[src/rtl/pixel_frame_sequencer.sv]
// Raster-order frame reader: issues memory reads for one IMG_W x IMG_H frame,
// absorbs the 1-cycle read latency in a 2-entry skid buffer, streams pixels out.
module pixel_frame_sequencer #(
    parameter int IMG_W  = 256,
    parameter int IMG_H  = 256,
    parameter int ADDR_W = 16,
    parameter int DATA_W = 8
) (
    input  logic              clk,
    input  logic              rst,
    input  logic              start,
    output logic              mem_rd_en,
    output logic [ADDR_W-1:0] mem_addr,
    input  logic [DATA_W-1:0] mem_rdata,
    output logic              pix_valid,
    output logic [DATA_W-1:0] pix_data,
    input  logic              pix_ready,
    output logic              sof,
    output logic              eol,
    output logic              eof,
    output logic              busy,
    output logic              done
);

    localparam int CW = (IMG_W > 1) ? $clog2(IMG_W) : 1;
    localparam int RW = (IMG_H > 1) ? $clog2(IMG_H) : 1;
    localparam logic [ADDR_W-1:0] LAST_ADDR = ADDR_W'(IMG_W * IMG_H - 1);
    localparam logic [CW-1:0]     LAST_COL  = CW'(IMG_W - 1);
    localparam logic [RW-1:0]     LAST_ROW  = RW'(IMG_H - 1);

    typedef enum logic [1:0] {
        IDLE,
        RUN,
        DRAIN,
        DONE
    } state_t;

    state_t state, state_next;

    logic [ADDR_W-1:0] rd_cnt;
    logic              in_flight;
    logic [DATA_W-1:0] entry0;
    logic [DATA_W-1:0] entry1;
    logic [1:0]        count;
    logic [CW-1:0]     col;
    logic [RW-1:0]     row;
    logic [2:0]        occupancy;
    logic              pop;
    logic              issue;
    logic              frame_start;
    logic              last_read;

    assign pix_valid   = (count != 2'd0);
    assign pix_data    = pix_valid ? entry0 : '0;
    assign pop         = pix_valid & pix_ready;
    assign sof         = pix_valid && (row == '0) && (col == '0);
    assign eol         = pix_valid && (col == LAST_COL);
    assign eof         = eol && (row == LAST_ROW);
    assign busy        = (state == RUN) || (state == DRAIN);
    assign done        = (state == DONE);
    assign frame_start = (state == IDLE) && start;

    // A read is a credit: buffered + outstanding entries may never exceed two,
    // counting a pixel leaving this cycle as already gone.
    assign occupancy = {1'b0, count} + {2'b00, in_flight};
    assign issue     = (state == RUN) && (occupancy < (3'd2 + {2'b00, pop}));
    assign mem_rd_en = issue;
    assign mem_addr  = rd_cnt;
    assign last_read = issue && (rd_cnt == LAST_ADDR);

    always_ff @(posedge clk or posedge rst) begin
        if (rst) begin
            state <= IDLE;
        end else begin
            state <= state_next;
        end
    end

    always_comb begin
        state_next = state;
        case (state)
            IDLE:    if (start) state_next = RUN;
            RUN:     if (last_read) state_next = DRAIN;
            DRAIN:   if (pop && eof) state_next = DONE;
            DONE:    state_next = IDLE;
            default: state_next = IDLE;
        endcase
    end

    always_ff @(posedge clk or posedge rst) begin
        if (rst) begin
            rd_cnt    <= '0;
            in_flight <= 1'b0;
        end else begin
            in_flight <= issue;
            if (frame_start) begin
                rd_cnt <= '0;
            end else if (issue) begin
                rd_cnt <= rd_cnt + ADDR_W'(1);
            end
        end
    end

    // entry0 is always the head; a pop shifts entry1 forward.
    always_ff @(posedge clk or posedge rst) begin
        if (rst) begin
            entry0 <= '0;
            entry1 <= '0;
            count  <= 2'd0;
        end else begin
            case ({in_flight, pop})
                2'b10: begin
                    if (count == 2'd0) entry0 <= mem_rdata;
                    else               entry1 <= mem_rdata;
                    count <= count + 2'd1;
                end
                2'b01: begin
                    entry0 <= entry1;
                    count  <= count - 2'd1;
                end
                2'b11: begin
                    if (count == 2'd1) begin
                        entry0 <= mem_rdata;
                    end else begin
                        entry0 <= entry1;
                        entry1 <= mem_rdata;
                    end
                end
                default: ;
            endcase
        end
    end

    always_ff @(posedge clk or posedge rst) begin
        if (rst) begin
            col <= '0;
            row <= '0;
        end else if (frame_start) begin
            col <= '0;
            row <= '0;
        end else if (pop) begin
            if (col == LAST_COL) begin
                col <= '0;
                row <= (row == LAST_ROW) ? '0 : row + RW'(1);
            end else begin
                col <= col + CW'(1);
            end
        end
    end

endmodule

[config.mk]
export PLATFORM = sky130hd
export DESIGN_NAME = pixel_frame_sequencer
export DESIGN_NICKNAME = d
export VERILOG_FILES = /design/src/rtl/pixel_frame_sequencer.sv
export SDC_FILE = /design/constraint.sdc
export NUM_CORES = 1
export LEC_CHECK = 0
export ABC_AREA = 1
export BUFFER_PORTS_ARGS = -buffer_cell sky130_fd_sc_hd__clkbuf_2
export CORE_MARGIN = 2
export CORE_UTILIZATION = 40
export CTS_BUF_LIST = sky130_fd_sc_hd__clkbuf_16
export CTS_CLUSTER_SIZE = 30
export DETAILED_ROUTE_END_ITERATION = 8
export REMOVE_ABC_BUFFERS = 1
export SETUP_SLACK_MARGIN = 0.2
export SKIP_CTS_REPAIR_TIMING = 1
export SLEW_MARGIN = 20
export SYNTH_ARGS = -nofsm -noshare
export SYNTH_HDL_FRONTEND = slang
export SYNTH_SLANG_ARGS = --single-unit
[constraint.sdc]
create_clock -name clk -period 2.2 [get_ports clk]
set_clock_uncertainty 0.05 [all_clocks]
set_input_delay 0.44 -clock clk [delete_from_list [all_inputs] [get_ports clk]]
set_output_delay 0.44 -clock clk [all_outputs]
set_load 0.005 [all_outputs]
==> run_results.csv <==
group,metric,value,unit
die,num_rows,31,
place,hpwl,5030,microns
cts,cts_made_buffers,5,
pwr,p_per_area,1150,mW/mm^2
cts,clockBufferDepth,2,
die,die_w,91.5,microns
logic_synthesis,synth_area,0.00307,sq mm
layout,final_core_util,0.525,
status,run_status,"finished, final reports clean",
timing,timing.setup.tns,0,ns
detailed_routing,drt_iter0_drc,77,
setup_path,cp-endpoint,"mem_rd_en",
die,core_area,0.00733,sq mm
logic_synthesis,syn_inst,400,
setup_path,critPathRequiredTime,1.71,ns
setup_path,cp_slowest_cell,"dfrtp_1",
timing,post-route-min-period,2.11,ns
layout,fillCellCount,709,
job,cap_violations,0,
timing,max-slew-margin-rel,0.651,
setup_path,cp-end-kind,"output pin",
global_route,overflow,0,
setup_path,worstPathMaxFanout,7,
timing,grt_setup_unrepaired,"yes",
cts,cts_tree,"built",
detailed_routing,num_vias,2766,
setup_path,rrSetupSlack,0.25,ns
die,start_util,0.418,
detailed_routing,firstDrtPassIters,4,
timing,drv_slew,0,
layout,multi_input_area,0.00155,sq mm
logic_synthesis,ys_seq_area_frac,0.433,
logic_synthesis,yosys_warnings,0,
timing,tightest_slew,0.523,ns
timing,holdWs,0.111,ns
layout,drive_gt1_frac,0.233,
cts,clkLatencyLatePin,0.29,ns
setup_path,critPathKind,"register to output pin",
logic_synthesis,ys_ff_latch,53,
cts,root_buffer,"clkbuf_16",
setup_path,path_delay_family,"adder cells",
layout,antenna_cells,0,
global_route,antenna_found_initial,0,
cts,cts_sinks,53,
global_route,grt_pass1_wl,11700,microns
global_route,grt_max_degree,32,
layout,synthToLayoutAreaGrowth,25.5,%
cts,htreeDepth,2,
setup_path,worst-path-stages,4,
die,die_y,91.5,microns
place,io_buffers,42,
timing,setup_violations,0,
cts,clk_pin_slew_worst_paths,0.07,ns
logic_synthesis,async_reset_ff_frac,1.00,
hold_path,hold_class,"input port to async pin",
pwr,p_leak,1.92,nW
setup_path,max_stage_delay,0.41,ns
place,gp_congestion,0.809,
setup_path,critical_path.reg2reg.startpoint,"count[1]$_DFFE_PP0P_",
setup_path,start_kind,"register",
setup_path,path_common_cell,"ha_1",
layout,regArea,0.00133,sq mm
timing,post-route-period-util,0.960,
die,ioPinCount,43,
setup_path,startpoint,"in_flight$_DFF_PP0_",
detailed_routing,vias_per_cell,4.91,
setup_path,path_buf_inv,1,
detailed_routing,ant_nets,0,
timing,finalHoldViolCount,0,
logic_synthesis,synth-edff-count,0,
die,dieArea,0.00838,sq mm
logic_synthesis,synth_flop_cell,"dfrtp_1",
setup_path,r2r_cells,10,
detailed_routing,post_drt_wl_per_cell,12.7,microns
global_route,grt_pass1_vias,2489,
pwr,ir_drop,0.457,mV
layout,nNetsFinal,492,
logic_synthesis,syn_avg_cell_area,7.66,sq um
setup_path,arrival,1.62,ns
setup_path,rr_endpoint,"entry1[3]$_DFFE_PP0P_",
setup_path,crit_chain,"ha_1 -> ha_1 -> a21oi_4 -> clkbuf_2",
detailed_routing,totalWireLength,7130,microns
global_route,track_usage,0.171,
detailed_routing,drc,0,
timing,fmax,473,MHz
logic_synthesis,ys_types,31,
## cells in the final DEF, fill, tap and decap left out, drive strengths merged
cell type	count
clkinvlp	1
nor3	5
o211ai	1
or2	2
nand3	20
nand4	16
ha	17
nor2	41
o21bai	2
o221a	1
inv	73
nor4	2
dfrtp	53
clkbuf	45
buf	23
a31o	1
o21ai	44
nand2	85
bufinv	1
a21oi	14
o22ai	9
xor2	3
xnor2	2
a221oi	1
clkinv	2
## power breakdown
group	internal (mW)	switching, mW
sequential	1.27	0.224
combinational	0.859	1.16
clock	0.534	0.363
## cell type report
| type | count | area share |
|---|---|---|
| clock buffers | 5 | 0.0325 |
| clock inverters | 3 | 0.0107 |
| inverters | 74 | 0.0725 |
| multi-input cells | 266 | 0.403 |
| flip-flops and latches | 53 | 0.345 |
| well taps | 99 | 0.0322 |
| repair buffers | 63 | 0.104 |
## flip-flops by register name, indices dropped and copies added (netlist names)
| name | cells |
|---|---|
| mem_addr | 16 |
| col | 8 |
| entry0 | 8 |
| entry1 | 8 |
| row | 8 |
| count | 2 |
| state | 2 |
| in_flight | 1 |
## per-stage QoR
stage / setup slack [ns] / power [mW] / cell area (sq um) / std cells
4_1_cts: -0.187 / 4.10 / 3590 / 549
6_report: 0.0874 / 4.41 / 3850 / 563
3_5_place_dp: 0.00262 / 3.19 / 3430 / 541
5_1_grt: 0.00634 / 4.77 / 3850 / 563
3_3_place_gp: 0.0814 / 3.14 / 3430 / 541
2_1_floorplan: 0.0346 / 2.59 / 3030 / 393
## per-layer routing
| layer | share of wire | global-route usage |
|---|---|---|
| met5 | 0 | 0 |
| met4 | 0.012 | 0.0530 |
| met3 | 0.034 | 0.0299 |
| met2 | 0.47 | 0.278 |
| met1 | 0.48 | 0.231 |
## logic make-up after synthesis
group                    share of synthesized area
AND/OR/NAND/NOR                              0.249
XOR/XNOR                                    0.0143
buffers and inverters                        0.103
adder cells (fa/ha/maj)                     0.0694
flip-flops                                   0.433
AO/OA/AOI/OAI                                0.131
## synthesized netlist by cell type, types with 3 or more instances
| cell | instances | area, sq um |
|---|---|---|
| o21ai_0 | 40 | 200 |
| nand2_1 | 78 | 293 |
| nand2_2 | 5 | 31.3 |
| dfrtp_1 | 53 | 1330 |
| nand3_1 | 20 | 100 |
| nor2_1 | 38 | 143 |
| xor2_1 | 3 | 26.3 |
| nor2_2 | 3 | 18.8 |
| nor3_1 | 5 | 25.0 |
| clkbuf_1 | 5 | 18.8 |
| ha_1 | 17 | 213 |
| nand4_1 | 15 | 93.8 |
| o22ai_1 | 9 | 56.3 |
| a21oi_1 | 13 | 65.1 |
| o21ai_1 | 4 | 20.0 |
| inv_1 | 72 | 270 |
## how the worst min path moves through the flow
stage | end | cells after the start
after global routing | entry1[1]$_DFFE_PP0P_ | 2
after detailed placement | entry1[3]$_DFFE_PP0P_ | 2
final | entry1[1]$_DFFE_PP0P_ | 2
after CTS | entry1[5]$_DFFE_PP0P_ | 2
after global placement | entry1[3]$_DFFE_PP0P_ | 2
after floorplan | entry1[0]$_DFFE_PP0P_ | 2
Note: power is estimated with default switching activity, not from simulation.
